$ cat src/rtl/bcd_pkg.sv
// Shared BCD definitions for the binary-to-BCD converter and the downstream
// decoder / display stages.
package bcd_pkg;

    localparam int         BCD_W       = 4;
    localparam logic [3:0] ADD3_THRESH = 4'd5;

    typedef enum logic [1:0] {
        ST_IDLE  = 2'd0,
        ST_SHIFT = 2'd1,
        ST_DONE  = 2'd2
    } bcd_state_e;

    // True when DIGITS decimal digits can hold every WIDTH-bit unsigned value.
    function automatic bit bcd_digits_fit(input int width, input int digits);
        longint pow10;
        longint max_bin;
        pow10 = 1;
        for (int i = 0; i < digits; i++) begin
            pow10 = pow10 * 10;
        end
        max_bin = (longint'(1) << width) - 1;
        return pow10 > max_bin;
    endfunction

endpackage

$ cat src/rtl/bcd_add3.sv
// Double-dabble correction cell: a nibble of 5 or more gets +3 so the
// following left shift carries correctly into the next decimal digit.
module bcd_add3
    import bcd_pkg::*;
(
    input  logic [3:0] in_nib,
    output logic [3:0] out_nib
);

    assign out_nib = (in_nib >= ADD3_THRESH) ? in_nib + 4'd3 : in_nib;

endmodule

$ cat src/rtl/bin_to_bcd_seq.sv
// Sequential binary-to-BCD converter (shift-and-add-3), one input bit per
// clock, with a start/busy/done handshake and a held result register.
//
//   state    | meaning
//   ---------+-------------------------------------------------------------
//   ST_IDLE  | waiting for start; bcd holds the last result
//   ST_SHIFT | correcting and shifting one binary bit per cycle (busy=1)
//   ST_DONE  | bcd freshly loaded, done=1; start here is accepted again
module bin_to_bcd_seq
    import bcd_pkg::*;
#(
    parameter int WIDTH  = 8,
    parameter int DIGITS = 3
) (
    input  logic                  clk,
    input  logic                  rst_n,
    input  logic                  start,
    input  logic [WIDTH-1:0]      bin,
    output logic                  busy,
    output logic                  done,
    output logic [4*DIGITS-1:0]   bcd
);

    localparam int BCD_TOT = BCD_W * DIGITS;
    localparam int SW      = BCD_TOT + WIDTH;
    localparam int CW      = $clog2(WIDTH + 1);

    generate
        if (!bcd_digits_fit(WIDTH, DIGITS)) begin : g_bad_params
            $error("bin_to_bcd_seq: DIGITS too small to hold 2**WIDTH-1");
        end
    endgenerate

    bcd_state_e          state_q, state_d;
    logic [SW-1:0]       scratch_q, scratch_d;
    logic [CW-1:0]       cnt_q, cnt_d;
    logic [BCD_TOT-1:0]  bcd_q, bcd_d;

    logic [SW-1:0]       corrected;
    logic [SW-1:0]       shifted;

    // Binary field passes through; each BCD nibble is corrected on its own.
    assign corrected[WIDTH-1:0] = scratch_q[WIDTH-1:0];

    generate
        for (genvar k = 0; k < DIGITS; k++) begin : g_add3
            bcd_add3 u_add3 (
                .in_nib  (scratch_q[WIDTH + BCD_W*k +: BCD_W]),
                .out_nib (corrected[WIDTH + BCD_W*k +: BCD_W])
            );
        end
    endgenerate

    assign shifted = {corrected[SW-2:0], 1'b0};

    always_comb begin
        state_d   = state_q;
        scratch_d = scratch_q;
        cnt_d     = cnt_q;
        bcd_d     = bcd_q;
        case (state_q)
            ST_IDLE: begin
                if (start) begin
                    scratch_d = {{BCD_TOT{1'b0}}, bin};
                    cnt_d     = CW'(WIDTH);
                    state_d   = ST_SHIFT;
                end
            end
            ST_SHIFT: begin
                scratch_d = shifted;
                cnt_d     = cnt_q - CW'(1);
                if (cnt_q == CW'(1)) begin
                    bcd_d   = shifted[SW-1 -: BCD_TOT];
                    state_d = ST_DONE;
                end
            end
            ST_DONE: begin
                if (start) begin
                    scratch_d = {{BCD_TOT{1'b0}}, bin};
                    cnt_d     = CW'(WIDTH);
                    state_d   = ST_SHIFT;
                end else begin
                    state_d   = ST_IDLE;
                end
            end
            default: begin
                state_d = ST_IDLE;
            end
        endcase
    end

    always_ff @(posedge clk or negedge rst_n) begin
        if (!rst_n) begin
            state_q   <= ST_IDLE;
            scratch_q <= '0;
            cnt_q     <= '0;
            bcd_q     <= '0;
        end else begin
            state_q   <= state_d;
            scratch_q <= scratch_d;
            cnt_q     <= cnt_d;
            bcd_q     <= bcd_d;
        end
    end

    assign busy = (state_q == ST_SHIFT);
    assign done = (state_q == ST_DONE);
    assign bcd  = bcd_q;

endmodule

$ cat config.mk
export PLATFORM = sky130hd
export DESIGN_NAME = bin_to_bcd_seq
export DESIGN_NICKNAME = d
export VERILOG_FILES = /design/src/rtl/bcd_pkg.sv /design/src/rtl/bcd_add3.sv /design/src/rtl/bin_to_bcd_seq.sv
export SDC_FILE = /design/constraint.sdc
export NUM_CORES = 1
export LEC_CHECK = 0
export CORE_MARGIN = 3
export CORE_UTILIZATION = 58
export CTS_CLUSTER_SIZE = 40
export DETAILED_ROUTE_END_ITERATION = 8
export GPL_ROUTABILITY_DRIVEN = 1
export PLACE_DENSITY = 0.82
export SLEW_MARGIN = 25
export SYNTH_ARGS = -nofsm -noshare
export SYNTH_HDL_FRONTEND = slang
export SYNTH_HIERARCHICAL = 1
export SYNTH_SLANG_ARGS = --single-unit
$ cat constraint.sdc
create_clock -name clk -period 2.55 [get_ports clk]
set_input_delay 0.255 -clock clk [delete_from_list [all_inputs] [get_ports clk]]
set_output_delay 0.255 -clock clk [all_outputs]
set_load 0.05 [all_outputs]
**Word-level counts from Yosys, hierarchy flattened**

Index checks and enable logic that the tools add are counted.

- $add $sub $neg: 4
- Order comparisons: 3
- Equality and inequality tests: 6
- Mux-type cells: 11
- Reduce and logical (&&, ||, !) cells: 6

Operators by type and width:

| cell | count |
|---|---|
| $pmux W20 S2 | 1 |
| $mux W20 | 1 |
| $ge A4 B3 Y1 const B | 3 |
| $mux W4 | 3 |
| $add A4 B2 Y4 const B | 2 |
| $pmux W4 S2 | 1 |
| $pmux W2 S3 | 1 |
| $reduce_and A2 Y1 | 3 |
| $eq A4 B1 Y1 const B | 1 |
| $mux W2 | 2 |
| $ne A2 B1 Y1 const B | 2 |
| $sub A4 B1 Y4 const B | 1 |
| $add A3 B2 Y3 const B | 1 |
| $mux W3 | 1 |
| $eq A2 B1 Y1 const B | 1 |
| $eq A2 B2 Y1 const B | 1 |
| $logic_not A2 Y1 | 1 |
| $ne A2 B2 Y1 const B | 1 |
| $reduce_bool A2 Y1 | 1 |
| $reduce_or A2 Y1 | 1 |
| $mux W1 | 1 |

- Flip-flop bits (word level): 38
- Bits of input ports: 11
- Output and inout port bits: 14
- Logic and storage cells: 34

**Logic depth before layout (Yosys ltp)**

- Depth after elaboration: 4
- Gate-level depth with buffers: 6
- Depth with buffers taken out: 6

**Hierarchy**

Netlist, hierarchy kept.

Modules (own cells, without submodules):

| module | times used | cells an instance | area each (um2) | seq. area each (um2) |
|---|---|---|---|---|
| bin_to_bcd_seq | 1 | 107 | 1630.3 | 950.9 |
| bcd_add3 | 3 | 16 | 101.3 | 0.0 |

**Worst setup path after synthesis**

OpenSTA, ideal clock, no wires.

- Path kind: register -> output
- From: register state_q[0]
- To: output port done
- Arrival time: 1.298 ns
- Required time: 2.295 ns
- Path slack: 0.997 ns
- Cell stages (with the launch flop): 3
- Buffers on the path: 1
- Cells stage by stage: dfrtp_1 -> buf_2 -> nor2b_1

- Word-level cells in the longest chain between the ends: 1

RTL lines:

| what | RTL line | RTL |
|---|---|---|
| from (decl) | bin_to_bcd_seq.sv:34 | `bcd_state_e state_q, state_d;` |
| from (signal assigned) | bin_to_bcd_seq.sv:99 | `state_q <= state_d;` |
| $eq A2 B2 Y1 | bin_to_bcd_seq.sv:107 | `assign done = (state_q == ST_DONE);` |
| to (decl) | bin_to_bcd_seq.sv:20 | `output logic done,` |

Every way passes these cells.

**Worst setup path after layout**

- From: register state_q[0]
- To: output port busy

- Word-level cells in the longest chain between the ends: 1

RTL lines:

| what | RTL line | RTL |
|---|---|---|
| $eq A2 B1 Y1 | bin_to_bcd_seq.sv:106 | `assign busy = (state_q == ST_SHIFT);` |
| to (decl) | bin_to_bcd_seq.sv:19 | `output logic busy,` |

Every way passes these cells.

==> impl_metrics.yaml <==
clock_network:
  root_buffer: "clkbuf_4"
  cts_made_buffers: 5
  post_cts_buffers: 0
  cts.sinks: 38
  ctsResizeCount: 0
  holdBufCountCts: 0
  clkTransAtPathRegs_ps: 100
  clk_latency_ps: 330
  h-tree-depth: 2
  cts_tree: "yes"
  clockBufferDepth: 2
timing:
  setup_tns_ps: 0
  post-route-period-util: 0.9460
  tightest_slew_ps: 846.6
  finClkSkew_ps: 6.123
  period_minus_slack_ps: 2412
  holdWs_ps: 16.60
  fmax_ghz: 0.4146
  slew_viol_final: 0
  grt_setup_unrepaired: "false"
  fin_ws_ps: 137.8
  setup_viol_count_final: 0
  hold_violations: 0
  maxSlewHeadroom: 0.4356
routing:
  final_antenna_net_count: 0
  vias_per_cell: 5.318
  drt_wl_total_mm: 3.330
  drc: 0
  num_vias: 1186
  drt-initial-drc-count: 46
  wire_per_inst_um: 14.93
  dr.pass1.iters: 4
finish:
  regArea_um2: 950.9
  multi_input_area_um2: 882.1
  num-fill-cells: 269
  final_cell_area_mm2: 0.002227
  post-route-util: 0.7177
  antenna_cells: 0
  area_delta_synth_final_pct: 16.34
  layout.cells.non_filler: 223
  layout.nets: 198
  drive_above_1_share: 0.2402
setup_path:
  required_ps: 2300
  regToRegStartpoint: "state_q[0]"
  critPathKind: "reg2out"
  endpoint_kind: "output port"
  critPathMaxFanout: 16
  cp-start-kind: "flip-flop"
  startpoint: "state_q[0]"
  arrival_ps: 2160
floorplanning:
  start_util: 0.6169
  core_area_mm2: 0.003103
  fp-row-count: 20
  fp.dieW_um: 63.45
  die_area_mm2: 0.004026
  die_h_um: 63.45
  ios: 25
logic_synthesis:
  synth_area_mm2: 0.001914
  syn_area_per_cell_um2: 12.68
  syn_nets: 170
  synth_cells: 151
  synth_warnings: 6
global_routing:
  antenna_found_initial: 0
  grt_pass1_vias: 1206
  grt_util_all_layers: 0.1869
  grt_overflow: 0
  grt_max_degree: 39
  grt_pass1_wl_mm: 5.865
placed_design:
  post-place-ws_ps: 505.3
  place.gp.congestion: 0.7232
  dp.cells: 216
  hpwl_mm: 2.318
  io_buffers: 24
  place_area_mm2: 0.002182
power_and_ir_drop:
  irDropWorstVdd_v: 0.0008524
  p_leak_nw: 1.065
  power_mw: 3.187
  powerDensity_mw_per_mm2: 1431
outcome:
  outcome: "finished, final reports clean"
worst_hold_path:
  hold_class: "in2async"
run:
  drv_cap: 0
worst paths after layout:
path	slack, ps	depth (start not counted)	end
max	140	3	busy
min	20	1	bcd[3]
max reg2reg	760	4	bcd[2]
min reg2reg	510	1	scratch_q[1]
max in group asynchronous	2000	1	scratch_q[9]
min in group clk	510	1	scratch_q[1]
cell type report:
cell class	count	share of cell area
Sequential cell	38	0.4270
Multi-Input combinational cell	97	0.3961
Timing Repair Buffer	26	0.1124
Tap cell	44	0.02472
Clock buffer	7	0.02022
Inverter	11	0.01966
per-layer routing:
metal  vias up  part of all wire  GRT usage
met5         -                 0          0
met4         0             0.016    0.08895
met3         5             0.033    0.03209
met2        27              0.49     0.3012
met1       575              0.46     0.2444
li1        579                 -          -
where the power goes:
part | total (mW) | internal [mW] | switching (mW) | leakage (nW)
Combinational | 1.79 | 0.868 | 0.919 | 0.562
Sequential | 1.12 | 0.877 | 0.244 | 0.478
Clock | 0.279 | 0.104 | 0.175 | 0.0254
Total | 3.19 | 1.85 | 1.34 | 1.06
flip-flops by register name (all words and copies together), names as in the netlist:
| signal | flops |
|---|---|
| state_q | 2 |
| cnt_q | 4 |
| bcd | 12 |
| scratch_q | 20 |
critical path, cell delays in order, from the launching register on:
cell and delay, ps:
dfrtp_1 640, nand2b_2 160, inv_4 190, clkdlybuf4s50_1 830
placed cells by master, fill, tap and decap left out, drive strengths merged:
| cell type | n |
|---|---|
| dfrtp | 38 |
| mux2 | 27 |
| clkdlybuf4s50 | 23 |
| nand2 | 13 |
| a22o | 12 |
| inv | 11 |
| ha | 8 |
| clkbuf | 7 |
| nand2b | 6 |
| xnor2 | 5 |
| a21oi | 5 |
| o21ai | 5 |
| mux2i | 4 |
| nor2 | 3 |
| buf | 3 |
| nor2b | 2 |
| o2bb2ai | 2 |
| nor3b | 1 |
| nand3 | 1 |
| o22ai | 1 |
| nor4 | 1 |
| nor3 | 1 |
(Power assumes the default switching activity.)
